===== config.mk =====
export PLATFORM = sky130hd
export DESIGN_NAME = ifetch_prefetch_queue
export DESIGN_NICKNAME = d
export VERILOG_FILES = /design/src/rtl/ifetch_prefetch_queue_pkg.sv /design/src/rtl/ifetch_prefetch_queue_iq_fifo.sv /design/src/rtl/ifetch_prefetch_queue.sv
export SDC_FILE = /design/constraint.sdc
export NUM_CORES = 1
export LEC_CHECK = 0
export CAP_MARGIN = 10
export CORE_AREA = 5 5 150 123
export CTS_CLUSTER_SIZE = 24
export DETAILED_ROUTE_END_ITERATION = 16
export DIE_AREA = 0 0 155 128
export PLACE_DENSITY = 0.58
export REMOVE_ABC_BUFFERS = 1
export SETUP_SLACK_MARGIN = 0.4
export SLEW_MARGIN = 30
export SYNTH_ARGS = -nofsm -noshare
export SYNTH_HDL_FRONTEND = slang
export SYNTH_SLANG_ARGS = --single-unit

===== constraint.sdc =====
create_clock -name clk -period 3.8 [get_ports clk]
set_clock_uncertainty 0.15 [all_clocks]
set_input_delay 0.95 -clock clk [delete_from_list [all_inputs] [get_ports clk]]
set_output_delay 0.95 -clock clk [all_outputs]
set_load 0.005 [all_outputs]

===== src/rtl/ifetch_prefetch_queue_pkg.sv =====
// Shared types and constants for the instruction prefetch queue.
package ifetch_prefetch_queue_pkg;

  typedef logic [15:0] instr_t;
  typedef logic [15:0] addr_t;

  localparam addr_t PC_INC = 16'd2;

endpackage


===== src/rtl/ifetch_prefetch_queue_iq_fifo.sv =====
// Instruction word FIFO with flush; pop data is the current head, read combinationally.
module iq_fifo
  import ifetch_prefetch_queue_pkg::*;
#(
  parameter int DEPTH = 4
) (
  input  logic                   clk,
  input  logic                   reset,
  input  logic                   push_i,
  input  instr_t                 push_data_i,
  input  logic                   pop_i,
  input  logic                   flush_i,
  output instr_t                 pop_data_o,
  output logic [$clog2(DEPTH):0] count_o
);

  localparam int AW = $clog2(DEPTH);

  instr_t        mem_q [DEPTH];
  logic [AW-1:0] wr_q;
  logic [AW-1:0] rd_q;
  logic [AW:0]   count_q;

  always_ff @(posedge clk or posedge reset) begin
    if (reset) begin
      wr_q    <= '0;
      rd_q    <= '0;
      count_q <= '0;
    end else if (flush_i) begin
      wr_q    <= '0;
      rd_q    <= '0;
      count_q <= '0;
    end else begin
      if (push_i) wr_q <= wr_q + AW'(1);
      if (pop_i)  rd_q <= rd_q + AW'(1);
      count_q <= count_q + (AW+1)'(push_i) - (AW+1)'(pop_i);
    end
  end

  always_ff @(posedge clk) begin
    if (push_i && !flush_i) mem_q[wr_q] <= push_data_i;
  end

  assign pop_data_o = mem_q[rd_q];
  assign count_o    = count_q;

endmodule


===== src/rtl/ifetch_prefetch_queue.sv =====
// Instruction prefetch queue: issues sequential Avalon-MM reads ahead of the CPU,
// serves hits from the queue and handles redirects by dropping in-flight responses.
module ifetch_prefetch_queue
  import ifetch_prefetch_queue_pkg::*;
#(
  parameter int DEPTH = 4
) (
  input  logic        clk,
  input  logic        reset,
  input  logic [15:0] cpu_pc_addr,
  input  logic        cpu_pc_rd,
  output logic [15:0] cpu_rddata,
  output logic        cpu_valid,
  output logic [15:0] mem_addr,
  output logic        mem_read,
  input  logic        mem_waitrequest,
  input  logic [15:0] mem_readdata,
  input  logic        mem_readdatavalid
);

  localparam int CW = $clog2(DEPTH) + 1;

  logic [CW-1:0] count;
  logic [CW-1:0] cnt_nxt;
  logic [CW-1:0] outs_q, outs_d;
  logic [CW-1:0] drop_q, drop_d;
  addr_t         head_q, head_d;
  addr_t         fetch_q, fetch_d;
  addr_t         mem_addr_q, mem_addr_d;
  addr_t         target;
  instr_t        pop_data;
  instr_t        rddata_q, rddata_d;
  logic          mem_read_q, mem_read_d;
  logic          stale_q, stale_d;
  logic          valid_q, valid_d;
  logic          accept, hold, redirect, hit, drop_resp, live_resp, bypass, push;

  iq_fifo #(
    .DEPTH (DEPTH)
  ) u_fifo (
    .clk         (clk),
    .reset       (reset),
    .push_i      (push),
    .push_data_i (mem_readdata),
    .pop_i       (hit),
    .flush_i     (redirect),
    .pop_data_o  (pop_data),
    .count_o     (count)
  );

  // Odd PCs are normalised before comparison so a CPU holding an odd address
  // redirects once and then waits as a sequential miss instead of re-flushing.
  assign target    = {cpu_pc_addr[15:1], 1'b0};
  assign redirect  = cpu_pc_rd && (target != head_q);
  assign accept    = mem_read_q && !mem_waitrequest;
  assign hold      = mem_read_q && mem_waitrequest;
  assign hit       = cpu_pc_rd && !redirect && (count != '0);
  assign drop_resp = mem_readdatavalid && ((drop_q != '0) || redirect);
  assign live_resp = mem_readdatavalid && !drop_resp;
  assign bypass    = live_resp && cpu_pc_rd && !redirect && (count == '0);
  assign push      = live_resp && !bypass;

  always_comb begin
    outs_d  = outs_q + CW'(accept) - CW'(mem_readdatavalid);
    cnt_nxt = redirect ? '0 : (count + CW'(push) - CW'(hit));

    fetch_d = fetch_q;
    if (redirect)              fetch_d = target;
    else if (accept && !stale_q) fetch_d = fetch_q + PC_INC;

    // A stale command accepted after its redirect carries the old address;
    // it is counted into drop when it is finally accepted.
    if (redirect) drop_d = outs_d;
    else          drop_d = drop_q - CW'(mem_readdatavalid && (drop_q != '0)) + CW'(accept && stale_q);

    head_d = head_q;
    if (redirect)          head_d = target;
    else if (hit || bypass) head_d = head_q + PC_INC;

    valid_d  = hit || bypass;
    rddata_d = rddata_q;
    if (hit)         rddata_d = pop_data;
    else if (bypass) rddata_d = mem_readdata;

    if (hold) begin
      mem_read_d = 1'b1;
      mem_addr_d = mem_addr_q;
      stale_d    = stale_q || redirect;
    end else begin
      mem_read_d = ({1'b0, cnt_nxt} + {1'b0, outs_d}) < (CW+1)'(DEPTH);
      mem_addr_d = fetch_d;
      stale_d    = 1'b0;
    end
  end

  always_ff @(posedge clk or posedge reset) begin
    if (reset) begin
      outs_q     <= '0;
      drop_q     <= '0;
      head_q     <= '0;
      fetch_q    <= '0;
      mem_addr_q <= '0;
      mem_read_q <= 1'b0;
      stale_q    <= 1'b0;
      valid_q    <= 1'b0;
      rddata_q   <= '0;
    end else begin
      outs_q     <= outs_d;
      drop_q     <= drop_d;
      head_q     <= head_d;
      fetch_q    <= fetch_d;
      mem_addr_q <= mem_addr_d;
      mem_read_q <= mem_read_d;
      stale_q    <= stale_d;
      valid_q    <= valid_d;
      rddata_q   <= rddata_d;
    end
  end

  assign cpu_valid  = valid_q;
  assign cpu_rddata = rddata_q;
  assign mem_read   = mem_read_q;
  assign mem_addr   = mem_addr_q;

endmodule


Word level (Yosys, flattened, before mapping)
Memories as Yosys holds them, arrays and structs flattened.
Cells that the tools add are included.
- flip-flop bits (word level): 80
- bits in writable memories: 64
- bits of input ports: 37
- memories kept: 1
- $add $sub $neg: 11
- magnitude comparators: 1
- equal/unequal tests: 1
- mux-type cells: 16
- reduce and logical (&&, ||, !) cells: 30
- memories (memory ; words ; width ; rd ports ; clocked after Yosys merged registers in ; write ports ; RTL line ; source):
    u_fifo.mem_q ; 4 ; 16 ; 1 ; 0 ; 1 ; ifetch_prefetch_queue_iq_fifo.sv:19 ; instr_t mem_q [DEPTH];
- operator list (kind ; count):
    $mux W16 ; 6
    $add A16 B2 Y16 const B ; 2
    $ne A16 B16 Y1 ; 1
    $logic_and A1 B1 Y1 ; 15
    $add A3 B1 Y3 ; 3
    $sub A3 B1 Y3 ; 3
    $mux W2 ; 4
    $reduce_bool A2 Y1 ; 4
    $mux W3 ; 2
    $reduce_bool A3 Y1 ; 2
    $logic_not A1 Y1 ; 5
    $add A2 B1 Y2 const B ; 2
    $add A3 B3 Y4 ; 1
    $lt A4 B3 Y1 const B ; 1
    $mux W1 ; 4
    $logic_not A3 Y1 ; 1
    $logic_or A1 B1 Y1 ; 3

Longest topological paths before layout
- depth in word-level cells: 17
- gate-level depth with buffers: 17
- mapped depth without buffers: 15

Cells and area by module
From an unflattened synthesis, not the netlist that was laid out.
- cells, all modules: 505
- area total of the unflattened synthesis: 6701.4 sq um
- modules (own cells, without submodules) (module ; instances ; cells an instance ; area an instance (sq um)):
    ifetch_prefetch_queue ; 1 ; 383 ; 3922.5
    iq_fifo ; 1 ; 122 ; 2778.9

Worst setup path after synthesis
No wires, ideal clock.
- path kind: input to register
- from: input cpu_pc_addr[1]
- to: register mem_read_q (netlist: mem_read)
- arrival time: 4.237 ns
- data required time: 3.540 ns
- setup slack: -0.698 ns
- stages: 16
- path buffers: 1
- path through: xor2_1 > or4_4 > nor4_4 > nand4_2 > clkbuf_1 > inv_1 > ha_1 > inv_1 > ha_1 > inv_1 > fa_1 > xor2_1 > xnor2_1 > nor2_1 > ha_1 > o41ai_1
- longest elaborated chain between the ends: 17
- elaborated cells on any way between the ends: 20
- those cells by class: add/sub: 3; order compare: 1; eq/ne: 1; mux: 2; reduce/logical: 13
- ends and longest elaborated chain (what ; RTL line ; source):
    start: declaration ; ifetch_prefetch_queue.sv:10 ; input logic [15:0] cpu_pc_addr,
    $ne A16 B16 Y1 * ; ifetch_prefetch_queue.sv:54 ; assign redirect = cpu_pc_rd && (target != head_q);
    $logic_and A1 B1 Y1 * ; ifetch_prefetch_queue.sv:54 ;
    $logic_or A1 B1 Y1 ; ifetch_prefetch_queue.sv:58 ; assign drop_resp = mem_readdatavalid && ((drop_q != '0) || redirect);
    $logic_and A1 B1 Y1 ; ifetch_prefetch_queue.sv:58 ;
    $logic_not A1 Y1 ; ifetch_prefetch_queue.sv:59 ; assign live_resp = mem_readdatavalid && !drop_resp;
    $logic_and A1 B1 Y1 ; ifetch_prefetch_queue.sv:59 ;
    $logic_and A1 B1 Y1 (3 in a row) ; ifetch_prefetch_queue.sv:60 ; assign bypass = live_resp && cpu_pc_rd && !redirect && (count == '0);
    $logic_not A1 Y1 ; ifetch_prefetch_queue.sv:61 ; assign push = live_resp && !bypass;
    $logic_and A1 B1 Y1 ; ifetch_prefetch_queue.sv:61 ;
    $add A3 B1 Y3 ; ifetch_prefetch_queue.sv:65 ; cnt_nxt = redirect ? '0 : (count + CW'(push) - CW'(hit));
    $sub A3 B1 Y3 ; ifetch_prefetch_queue.sv:65 ;
    $mux W3 * ; ifetch_prefetch_queue.sv:65 ;
    net cnt_nxt[2] ; ifetch_prefetch_queue.sv:24 ; logic [CW-1:0] cnt_nxt;
    $add A3 B3 Y4 * ; ifetch_prefetch_queue.sv:90 ; mem_read_d = ({1'b0, cnt_nxt} + {1'b0, outs_d}) < (CW+1)'(DEPTH);
    $lt A4 B3 Y1 * ; ifetch_prefetch_queue.sv:90 ;
    $mux W1 * ; ifetch_prefetch_queue.sv:85 ; if (hold) begin
    net mem_read_d ; ifetch_prefetch_queue.sv:33 ; logic mem_read_q, mem_read_d;
    end signal: assignment ; ifetch_prefetch_queue.sv:113 ; mem_read_q <= mem_read_d;
    end: declaration ; ifetch_prefetch_queue.sv:33 ;
The timed path passes the listed nets; every way through them passes the cells marked *.
A chain may end at the register's enable or synchronous reset.

Worst setup path in the final report
- from: input cpu_pc_addr[14]
- to: register mem_read_q (netlist: mem_read)
The elaborated chain is that of the path after synthesis.

==> impl_metrics.py <==
metrics = {
    "status": {
        "status": "completed",
    },
    "clock_network": {
        "cts_max_level": 4,
        "insertion_delay_ps": 420,
        "max-clock-path-buffers": 2,
        "cts-buffers-inserted": 17,
        "cts.sinks": 143,
        "holdBufCountCts": 0,
        "root_buffer": "clkbuf_16",
        "clk_pin_slew_worst_paths_ps": 60,
        "cts_tree": "yes",
    },
    "synthesis": {
        "synth_common_cells": "dfrtp_1, edfxtp_1, nor2_1",
        "ys_seq_elements": 143,
        "synth_xor_area_frac": 0.0481,
        "ys_seq_area_frac": 0.595,
        "synthMuxAreaShare": 0.104,
        "yosys_warnings": 0,
        "synth.avg_cell_area_um2": 13.0,
        "yosysMostFrequentCell": "dfrtp_1",
        "synth-compound-area-share": 0.0649,
        "ys_dominant_reg_cell": "dfrtp_1",
        "synthTopCellsByArea": "dfrtp_1, edfxtp_1, mux4_2, mux2_2, nor2_1",
        "yosys.area.top_type_share": 0.302,
        "synth_adder_area_share": 0.0359,
        "synth_simple_gate_area_frac": 0.123,
        "yosysTopAreaCell": "dfrtp_1",
        "synth_top_family_by_area": "simple AND/OR/NAND/NOR gates",
        "netlist_area_um2": 6550,
        "synth_cell_types": 63,
        "synth_edf_count": 64,
        "synth_cells": 503,
        "synthArstFlopShare": 0.552,
    },
    "power": {
        "power_mw": 4.51,
        "leakage_nw": 3.40,
        "switching_share": 0.262,
        "p_int_mw": 3.33,
        "p_sw_mw": 1.18,
        "peakVddDrop_mv": 0.310,
        "seq_power_share": 0.422,
        "power_density_nw_per_um2": 526,
        "comb_power_share": 0.181,
        "clkPwrFrac": 0.398,
    },
    "cells_and_area": {
        "drive_gt1_frac": 0.242,
        "area_delta_synth_final_pct": 30.9,
        "antenna_cells": 0,
        "nNetsFinal": 669,
        "postLayoutCoreUtil": 0.506,
    },
    "hold_path": {
        "hold_path_depth": 1,
        "hold_start": "fetch_q[0]$_DFF_PP0_",
        "hold_path.class": "reg -> reg",
    },
    "timing": {
        "post-route-period-util": 0.975,
        "max_freq_mhz": 270,
        "rsz0062_at_grt": "yes",
        "fin_crit_ps": 3700,
        "finalSetupViolCount": 0,
        "holdWs_ps": 339,
        "drv_slew": 0,
        "layout_setup_ws_ps": 96.4,
        "slew_headroom": 0.396,
        "hold_violations": 0,
        "worst_pin_slew_ps": 907,
    },
    "placed_design": {
        "dpl_worst_slack_ps": -951,
        "io_buffers": 69,
        "gp_congestion": 0.853,
        "dp_hpwl_um": 10400,
    },
    "setup_path": {
        "crit_fanout": 2,
        "endpoint_kind": "flip-flop",
        "worstSetupPathType": "in -> reg",
        "reg2reg_depth": 15,
        "crit_path_start": "cpu_pc_addr[14]",
        "cp.required_ps": 3970,
        "r2r_start": "head_q[9]$_DFFE_PP0P_",
        "cp.arrival_ps": 3870,
        "start_kind": "input pin",
    },
    "routing": {
        "drt_iter0_drc": 291,
        "vias": 4399,
        "drtAntennaViolNets": 0,
        "vias_per_cell": 5.16,
        "wl_per_cell_um": 18.2,
        "drc": 0,
        "wl_um": 15500,
        "drtPass1Iterations": 6,
    },
    "grt": {
        "grt_pass1_wl_um": 25300,
        "track_usage": 0.165,
        "antenna_found_initial": 0,
        "grt_max_degree": 43,
        "grt-ovfl-total": 0,
        "grt_pass1_vias": 4738,
    },
    "die": {
        "io_pins": 71,
        "die_x_um": 155,
        "initial_core_util": 0.387,
        "coreArea_um2": 16900,
        "die_area_um2": 19800,
        "rows": 43,
        "die_y_um": 128,
    },
    "run": {
        "max-cap-violations": 0,
    },
}
[cells in the final DEF (no fill, tap or decap), types with 16 or more instances in the layout]
cell type,count
clkbuf_16,17
edfxtp_1,64
mux2_2,25
nand3_1,18
mux4_2,16
nor2_1,61
o22ai_1,16
inv_1,17
buf_4,37
dfrtp_1,79
nand2_1,23
clkdlybuf4s50_1,56
[state kept, by name (all words and copies together), names as in the netlist]
| name | count |
|---|---|
| cpu_rddata | 16 |
| cpu_valid | 1 |
| drop_q | 3 |
| fetch_q | 16 |
| head_q | 15 |
| mem_addr | 16 |
| mem_read | 1 |
| outs_q | 3 |
| stale_q | 1 |
| u_fifo.count_o | 3 |
| u_fifo.mem_q | 64 |
| u_fifo.rd_q | 2 |
| u_fifo.wr_q | 2 |
[power by group through the flow]
stage | Clock, mW | Sequential (mW) | Combinational (mW)
final | 1.79 | 1.90 | 0.816
after global routing | 1.89 | 1.92 | 0.906
after CTS | 1.83 | 1.90 | 0.825
after detailed placement | 0 | 1.93 | 0.804
after global placement | 0 | 1.92 | 0.783
after floorplan | 0 | 1.91 | 0.435
[per-layer routing]
metal,part of all wire,track usage,up-vias
li1,-,-,2062
met1,0.46,0.222,2229
met2,0.49,0.267,88
met3,0.043,0.0378,20
met4,0.016,0.0582,0
met5,0,0,-
[cells by family after synthesis]
group                      after synthesis
and+or+nand+nor                        158
DFF                                    143
AOI/OAI and AO/OA                       63
muxes                                   45
buffers and inverters                   41
xor gates and xnor gates                36
adders and majority gates               17
[critical path, stage by stage]
cell and delay (ps):
buf_8 100, xor2_2 170, or4_4 550, nor4_4 180, nand4_2 120, inv_1 80
ha_1 220, inv_1 60, ha_2 160, inv_2 30, fa_2 520, nor2_2 50
ha_1 280, nand3_1 80, nor2_1 50, o41ai_2 270
[area by class of cell]
cell class,count,area [µm²]
Inverter,19,72.6
Fill cell,1467,8370
Clock buffer,17,425
Tap cell,225,282
Timing Repair Buffer,115,1130
Sequential cell,143,3900
Clock inverter,15,211
Multi-Input combinational cell,319,2560
[final timing paths]
check                                         to  slack, ps
hold / removal              fetch_q[0]$_DFF_PP0_        340
setup reg to reg              mem_read$_DFF_PP0_        230
setup / recovery              mem_read$_DFF_PP0_        100
max in group asynchronous  head_q[4]$_DFFE_PP0P_       2000
hold reg to reg             fetch_q[0]$_DFF_PP0_        340
min in group asynchronous  head_q[9]$_DFFE_PP0P_        820
[what timing repair did]
| action | 4_1_cts | 5_1_grt |
|---|---|---|
| pin swaps | 10 | 8 |
| hold endpoints to repair | 0 | 0 |
| buffers inserted | 2 | 4 |
| gates resized for setup | 38 | 10 |
| endpoints found under the setup margin | 3 | 2 |
[stage by stage]
step           instances  setup TNS (ps)  area, µm²
2_1_floorplan        481            -777       6440
3_3_place_gp         815           -1210       7800
3_5_place_dp         815           -1390       7800
4_1_cts              849           -28.9       8510
5_1_grt              853           -41.0       8580
6_report             853               0       8580
Note: power is estimated with default switching activity, not from simulation.
